**src/rtl/vga_pkg.sv**
```systemverilog
// Shared constants and types for the VGA text overlay path.
package vga_pkg;

    // Default text grid geometry (16 columns x 16 rows).
    localparam int TEXT_COL_BITS = 4;
    localparam int TEXT_ROW_BITS = 4;
    localparam int TEXT_COLS     = 2 ** TEXT_COL_BITS;
    localparam int TEXT_ROWS     = 2 ** TEXT_ROW_BITS;

    // Fill value used when the screen is swept clean (ASCII space).
    localparam logic [7:0] TEXT_CLEAR_CHAR = 8'h20;

    // Control codes understood by the text writer.
    localparam logic [7:0] ASCII_BS = 8'h08;
    localparam logic [7:0] ASCII_LF = 8'h0A;
    localparam logic [7:0] ASCII_FF = 8'h0C;
    localparam logic [7:0] ASCII_CR = 8'h0D;

    // Inclusive bounds of the printable ASCII range.
    localparam logic [7:0] ASCII_PRINT_MIN = 8'h20;
    localparam logic [7:0] ASCII_PRINT_MAX = 8'h7E;

    typedef enum logic {
        CLEAR = 1'b0,
        IDLE  = 1'b1
    } text_wr_state_t;

endpackage

```
**src/rtl/text_ram.sv**
```systemverilog
// Simple dual-port character RAM: one write port, one registered read port.
// A read and write to the same address in one cycle returns the old data.
module text_ram #(
    parameter int ADDR_BITS = 8,
    parameter int DATA_BITS = 8
) (
    input  logic                 clk,
    input  logic                 rst,
    input  logic                 wr_en,
    input  logic [ADDR_BITS-1:0] wr_addr,
    input  logic [DATA_BITS-1:0] wr_data,
    input  logic [ADDR_BITS-1:0] rd_addr,
    output logic [DATA_BITS-1:0] rd_data
);

    localparam int DEPTH = 2 ** ADDR_BITS;

    logic [DATA_BITS-1:0] mem [DEPTH];
    logic [DATA_BITS-1:0] rd_data_reg;

    // Write port; the array itself is never reset, a clear sweep initialises it.
    always_ff @(posedge clk) begin
        if (wr_en) begin
            mem[wr_addr] <= wr_data;
        end
    end

    // Registered read; only the output register is cleared by reset.
    always_ff @(posedge clk) begin
        if (rst) begin
            rd_data_reg <= '0;
        end else begin
            rd_data_reg <= mem[rd_addr];
        end
    end

    assign rd_data = rd_data_reg;

endmodule

```
**src/rtl/text_buffer_writer.sv**
```systemverilog
// Character-buffer writer: takes an ASCII byte stream, interprets control
// codes, places printable characters at a hardware cursor and stores them in
// a character RAM that the overlay drawer reads back.
module text_buffer_writer
    import vga_pkg::*;
#(
    parameter int         COL_BITS   = TEXT_COL_BITS,
    parameter int         ROW_BITS   = TEXT_ROW_BITS,
    parameter logic [7:0] CLEAR_CHAR = TEXT_CLEAR_CHAR
) (
    input  logic                         clk,
    input  logic                         rst,
    input  logic [7:0]                   ch_data,
    input  logic                         ch_valid,
    output logic                         ch_ready,
    input  logic                         clear_req,
    input  logic [ROW_BITS+COL_BITS-1:0] rd_xy,
    output logic [7:0]                   rd_char,
    output logic [ROW_BITS+COL_BITS-1:0] cursor_xy,
    output logic                         busy
);

    localparam int ADDR_BITS = ROW_BITS + COL_BITS;

    text_wr_state_t        state_reg;
    logic [ADDR_BITS-1:0]  clr_addr_reg;
    logic [ROW_BITS-1:0]   row_reg;
    logic [COL_BITS-1:0]   col_reg;
    logic                  busy_reg;

    logic                  transfer;
    logic                  is_print;
    logic [COL_BITS-1:0]   col_prev;
    logic                  wr_en;
    logic [ADDR_BITS-1:0]  wr_addr;
    logic [7:0]            wr_data;

    // A clear request always wins over a byte offered in the same cycle.
    assign ch_ready  = (state_reg == IDLE) && !clear_req;
    assign transfer  = ch_valid && ch_ready;
    assign is_print  = (ch_data >= ASCII_PRINT_MIN) && (ch_data <= ASCII_PRINT_MAX);
    assign col_prev  = col_reg - 1'b1;
    assign cursor_xy = {row_reg, col_reg};
    assign busy      = busy_reg;

    // Write-port mux: the clear sweep owns the port, otherwise the cursor does.
    always_comb begin
        wr_en   = 1'b0;
        wr_addr = clr_addr_reg;
        wr_data = CLEAR_CHAR;
        if (state_reg == CLEAR) begin
            wr_en = 1'b1;
        end else if (transfer) begin
            if (is_print) begin
                wr_en   = 1'b1;
                wr_addr = {row_reg, col_reg};
                wr_data = ch_data;
            end else if ((ch_data == ASCII_BS) && (col_reg != '0)) begin
                wr_en   = 1'b1;
                wr_addr = {row_reg, col_prev};
                wr_data = CLEAR_CHAR;
            end
        end
    end

    // FSM, sweep counter and cursor; row/col wrap through natural overflow.
    always_ff @(posedge clk) begin
        if (rst) begin
            state_reg    <= CLEAR;
            clr_addr_reg <= '0;
            row_reg      <= '0;
            col_reg      <= '0;
            busy_reg     <= 1'b1;
        end else begin
            case (state_reg)
                CLEAR: begin
                    // Counter rolls over to zero on the last address.
                    clr_addr_reg <= clr_addr_reg + 1'b1;
                    if (clr_addr_reg == '1) begin
                        state_reg <= IDLE;
                        busy_reg  <= 1'b0;
                    end
                end
                IDLE: begin
                    if (clear_req) begin
                        state_reg    <= CLEAR;
                        busy_reg     <= 1'b1;
                        clr_addr_reg <= '0;
                        row_reg      <= '0;
                        col_reg      <= '0;
                    end else if (transfer) begin
                        if (is_print) begin
                            col_reg <= col_reg + 1'b1;
                            if (col_reg == '1) begin
                                row_reg <= row_reg + 1'b1;
                            end
                        end else begin
                            case (ch_data)
                                ASCII_LF: begin
                                    col_reg <= '0;
                                    row_reg <= row_reg + 1'b1;
                                end
                                ASCII_CR: begin
                                    col_reg <= '0;
                                end
                                ASCII_BS: begin
                                    if (col_reg != '0) begin
                                        col_reg <= col_prev;
                                    end
                                end
                                ASCII_FF: begin
                                    state_reg    <= CLEAR;
                                    busy_reg     <= 1'b1;
                                    clr_addr_reg <= '0;
                                    row_reg      <= '0;
                                    col_reg      <= '0;
                                end
                                default: begin
                                end
                            endcase
                        end
                    end
                end
                default: begin
                    state_reg <= CLEAR;
                end
            endcase
        end
    end

    text_ram #(
        .ADDR_BITS (ADDR_BITS),
        .DATA_BITS (8)
    ) u_text_ram (
        .clk     (clk),
        .rst     (rst),
        .wr_en   (wr_en),
        .wr_addr (wr_addr),
        .wr_data (wr_data),
        .rd_addr (rd_xy),
        .rd_data (rd_char)
    );

endmodule

```
**config.mk**
```make
export PLATFORM = sky130hd
export DESIGN_NAME = text_buffer_writer
export DESIGN_NICKNAME = d
export VERILOG_FILES = /design/src/rtl/vga_pkg.sv /design/src/rtl/text_ram.sv /design/src/rtl/text_buffer_writer.sv
export SDC_FILE = /design/constraint.sdc
export NUM_CORES = 2
export LEC_CHECK = 0
export ABC_CLOCK_PERIOD_IN_PS = 41100
export BUFFER_PORTS_ARGS = -buffer_cell sky130_fd_sc_hd__buf_2
export CAP_MARGIN = 20
export CORE_ASPECT_RATIO = 0.75
export CORE_MARGIN = 3
export CORE_UTILIZATION = 40
export DETAILED_ROUTE_END_ITERATION = 7
export SYNTH_ARGS = -nofsm -noshare
export SYNTH_HDL_FRONTEND = slang
export SYNTH_SLANG_ARGS = --single-unit
```
**constraint.sdc**
```tcl
create_clock -name clk -period 41.1 [get_ports clk]
set_input_delay 2.055 -clock clk [delete_from_list [all_inputs] [get_ports clk]]
set_output_delay 2.055 -clock clk [all_outputs]
set_load 0.02 [all_outputs]
```
; ---- Word level (Yosys, flattened, before mapping)
; Memory sizes are Yosys's and may differ from the RTL's. A register that Yosys moved wholly into a read port is not among the register bits.
; Cells that the tools add are included.
[op_classes]
n_reduce_logical = 14
muxes = 40
n_shift = 0
add_sub_neg = 4
mul = 0
n_bitwise = 1
magnitude_cmp = 2
div_mod_pow = 0
eq_ne = 12
[ops]
columns = operator, count
row1 = 8-bit two-way mux, 11
row2 = "8-bit by 4-bit equality test with 1-bit output, second input constant", 4
row3 = 4-bit two-way mux, 8
row4 = 1-bit two-way mux, 16
row5 = 4-bit one-hot mux with 2 select lines, 2
row6 = 8-bit one-hot mux with 2 select lines, 1
row7 = 4-bit AND reduction, 3
row8 = 4-bit nonzero test, 3
row9 = "3-bit by 2-bit inequality test with 1-bit output, second input constant", 3
row10 = "4-bit by 1-bit adder with 4-bit output, second input constant", 2
row11 = "8-bit by 1-bit adder with 8-bit output, second input constant", 1
row12 = "8-bit equality test, second input constant", 1
row13 = "8-bit by 6-bit >= comparator with 1-bit output, second input constant", 1
row14 = "8-bit by 7-bit <= comparator with 1-bit output, second input constant", 1
row15 = "4-bit equality test, second input constant", 1
row16 = 1-bit logical AND, 4
row17 = "4-bit by 3-bit inequality test with 1-bit output, second input constant", 1
row18 = 1-bit one-hot mux with 2 select lines, 2
row19 = "4-bit by 1-bit subtractor with 4-bit output, second input constant", 1
row20 = "3-bit inequality test, second input constant", 1
row21 = 3-bit AND reduction, 1
row22 = 3-bit OR reduction, 1
row23 = "2-bit by 1-bit inequality test with 1-bit output, second input constant", 1
row24 = 2-bit nonzero test, 1
row25 = other kinds (2), 2
[word_totals]
register_bits = 18
in_bits = 20
n_memories = 1
romBits = 0
output_inout_bits = 18
wordCells = 79
ramBits = 2048
latchBits = 0
[memory_table]
columns = memory, depth, word_bits, rd, rd_clocked_by_memory_dff, wr, line_no
row1 = u_text_ram.mem, 256, 8, 1, 1, 1, text_ram.sv:18  ; logic [DATA_BITS-1:0] mem [DEPTH];

; ---- Depth between registers and ports, before layout
[logic_depth]
word_depth = 8
mapped_depth = 13
ltp_nobuf = 8

; ---- Hierarchy
; From an unflattened synthesis, not the netlist that was laid out.
[unflattened]
hier_cells = 4185
area_unflattened_um2 = 81924.8
[modules_own_cells]
columns = mod, cells_per_inst, area_each_um2, n_inst, seq_area_each_um2
row1 = text_ram, 4027, 80597.3, 1, 61659.1
row2 = text_buffer_writer, 158, 1327.5, 1, 360.3

; ---- Worst setup path after synthesis
; OpenSTA, ideal clock, no wires.
[synth_path]
path_type = in2reg
start = in clear_req
end = mem u_text_ram.mem[0][6] (data pin)
t_required_ns = 38.658
path_slack_ns = 25.198
path_stages = 5
path_buffers = 1
setup_ns = 2.442
t_arrival_ns = 13.460
cell_sequence = and2b_4 and2_1 buf_2 nand2_1 a311oi_1
[synth_between]
elab_chain_len = 5
[synth_lines]
columns = element, line_no
row1 = from (decl), text_buffer_writer.sv:16  ; input logic clear_req,
row2 = 1-bit zero test, text_buffer_writer.sv:39  ; assign ch_ready = (state_reg == IDLE) && !clear_req;
row3 = 1-bit logical AND, text_buffer_writer.sv:39
row4 = 1-bit logical AND, text_buffer_writer.sv:40  ; assign transfer = ch_valid && ch_ready;
row5 = 8-bit two-way mux, text_buffer_writer.sv:53  ; end else if (transfer) begin
row6 = 8-bit two-way mux, text_buffer_writer.sv:51  ; if (state_reg == CLEAR) begin
row7 = named net u_text_ram.wr_data[6], text_ram.sv:11  ; input logic [DATA_BITS-1:0] wr_data,
row8 = to (decl), text_ram.sv:18
; The timed path passes the listed nets, and every way through them passes these cells.

==> out/results.ini <==
[status]
outcome = finished, final reports clean

[worst_setup_path]
cp_max_fo = 113
cpLargestDelayFamily = buffers and inverters
slowest_delay_ns = 0.74
path_cells = buf_8 > buf_12 > buf_12 > buf_4 > mux4_2 > o21a_1 > a211oi_1 > a211oi_1 > and4_1 > nand4_1 > o21ai_1
endpoint_kind = register
worstSetupStartpointType = primary input
slowest_stage = buf_4
cp.required_ns = 41.81
crit_type = primary input to register
cp_num_buf_inv = 4
cp-startpoint = rd_xy[1]
critPathArrivalTime_ns = 6.78
r2r_start = state_reg

[cells_and_area]
seqCellArea_um2 = 62000
layout-area-overhead-vs-synth_pct = 12.2
largest_reg_flops = 2048
fin_nets = 4571
num-fill-cells = 17000
multi_input_area_um2 = 19300
stdcell_area_um2 = 91900
final_layout_size_suffix_gt1_frac = 0.189
layout.cells.non_filler = 7374

[synth]
syn_area_per_cell_um2 = 19.7
ys.flop_type = edfxtp_1
syn_inst = 4166
synth-edff-count = 2048
yosysWarnings = 0
synth_area_um2 = 81900
ys_ff_latch = 2074
ys_seq_area_frac = 0.757
yosysUniqueCellTypes = 86
synthArstFlopShare = 0

[min_path]
min_path_type = register to register
hold_path_startpoint = busy

[cts]
cts_inserted_buffers = 194
cts_tree = done
postCtsResizedCells = 0
clk_latency_ns = 0.83
cts_root_buf = clkbuf_16
numClockSinks = 2074
path_clk_slew_ns = 0.07
cts_hold_repair.buffers = 0
post_cts_buffers = 0
clock_path_buffers = 4
h-tree-depth = 4

[route]
ant_nets = 0
drt_iter0_markers = 6335
routed_wl_um = 224000
vias = 43300
viasPerCell = 5.87
drc_errors = 0
wl_per_cell_um = 30.3
drtPass1Iterations = 6

[place]
dpl.cell_count = 7028
placed_area_um2 = 86100
dp_hpwl_um = 138000
numPortBuffers = 37
gp_congestion = 0.831

[power_and_ir_drop]
internal_power_mw = 3.28
pwr-share-seq = 0.553
clkPwrFrac = 0.410
sw_frac_of_total = 0.211
ir_worst_vdd_uv = 32.8
p_comb_frac = 0.037
pwr_density_cell_nw_per_um2 = 45.2
power.switching_mw = 0.878
leakagePower_nw = 28.2

[global_routing]
grt_pass1_vias = 41500
grt_overflow = 0
antenna_found_initial = 13
grt_start_max_net_pins = 205
grt_pass1_wl_um = 317000
grt_use_total = 0.210

[timing]
tightest_slew_ns = 1.27
period_share = 0.148
finalHoldViolCount = 0
slew_headroom = 0.148
fin_skew_ns = 0.0554
rsz0062_at_grt = false
setup_viol = 0
fmax_mhz = 165
min_period_ns = 6.07
setup-tns-final_ns = 0
finalMaxSlewViolations = 0

[die]
row_count = 143
die_y_um = 398
io_pins = 38
core_area_um2 = 203000
start_util = 0.403
die_width_um = 529
dieArea_um2 = 210000

[run]
maxCapViolCount = 0

metrics by stage:
| step | hold slack, ns | power (mW) | util | setup WS (ns) |
|---|---|---|---|---|
| detailed placement | 0.459 | 2.50 | 0.424 | 34.19 |
| finish | 0.485 | 4.16 | 0.453 | 35.03 |
| CTS | 0.482 | 4.18 | 0.452 | 35.06 |
| floorplan | 0.504 | 2.44 | - | 25.20 |
| global route | 0.527 | 4.27 | 0.453 | 34.91 |
| global placement | 0.456 | 2.50 | 0.424 | 34.14 |
worst paths after layout:
kind / slack (ns) / end / cells after the start
min: 0.49 / busy / 2
max: 35.03 / u_text_ram.rd_data[3] / 11
min reg2reg: 0.49 / busy / 2
max reg2reg: 36.42 / u_text_ram.mem[6][6] / 8
synthesized netlist by cell type (11+ instances only):
| cell type | n | area share |
|---|---|---|
| edfxtp_1 | 2048 | 0.75 |
| mux4_2 | 361 | 0.099 |
| mux2i_1 | 325 | 0.040 |
| nor2_1 | 237 | 0.011 |
| nand2_1 | 118 | 0.0054 |
| nor3_1 | 99 | 0.0060 |
| clkbuf_1 | 94 | 0.0043 |
| o221ai_1 | 86 | 0.0092 |
| o22ai_1 | 86 | 0.0066 |
| a21oi_1 | 79 | 0.0048 |
| buf_2 | 72 | 0.0044 |
| a22oi_1 | 54 | 0.0049 |
| a211oi_1 | 47 | 0.0043 |
| nand3_1 | 46 | 0.0028 |
| o21ai_0 | 40 | 0.0024 |
| buf_6 | 38 | 0.0052 |
| nor3_2 | 35 | 0.0043 |
| dfxtp_1 | 26 | 0.0064 |
| buf_8 | 20 | 0.0037 |
| or3_1 | 17 | 0.0013 |
| nand4_1 | 14 | 0.0011 |
| buf_1 | 12 | 0.00055 |
| buf_4 | 12 | 0.0011 |
| inv_1 | 12 | 0.00055 |
| nand2b_1 | 11 | 0.00084 |
cells in the final DEF (no fill, tap or decap), types with 54 or more instances in the layout:
cell,Yosys,routed
edfxtp_1,2048,2048
mux4_2,361,361
mux2i_1,325,323
conb_1,1,256
nor2_1,237,234
clkbuf_16,0,196
buf_4,12,132
nand2_1,118,117
nor3_1,99,96
o221ai_1,86,86
o22ai_1,86,86
a21oi_1,79,78
a22oi_1,54,54
area by class of cell:
cell class	count	area share
Timing Repair Buffer	182	0.0150
Multi-Input combinational cell	2083	0.210
Clock inverter	92	0.00746
Clock buffer	247	0.0558
Sequential cell	2074	0.675
Antenna cell	2	0.0000544
Tap cell	2682	0.0365
Inverter	12	0.000517
worst reg2reg max path, stage by stage (launching register included):
cell and delay [ns]:
dfxtp_1 0.45, and2b_4 0.22, and2_1 0.40, nand2_2 0.17, nand2_2 0.34, o221ai_1 0.47
or3_2 0.86, buf_4 0.47, nor2_1 0.89
power groups by stage:
stage	logic (mW)	clock network [mW]	registers (mW)
global placement	0.153	0	2.34
detailed placement	0.153	0	2.34
CTS	0.154	1.73	2.30
floorplan	0.0974	0	2.34
finish	0.155	1.70	2.30
global route	0.162	1.81	2.30
metal layers:
metal  vias to the layer above  share of wire  global-route usage
met5                         -              0                   0
met4                         0          0.023              0.0479
met3                       309           0.10              0.0408
met2                      2239           0.43               0.295
met1                     23000           0.45               0.334
li1                      17800              -                   -
logic make-up after synthesis:
kind of cell	synth area share
flops	0.757
other cells	0.0000458
fa+ha+maj	0.000611
compound gates	0.0412
mux	0.139
simple gates	0.0402
xor+xnor	0.000855
buf+inv	0.0208
Power figures use the tool's default switching activity.
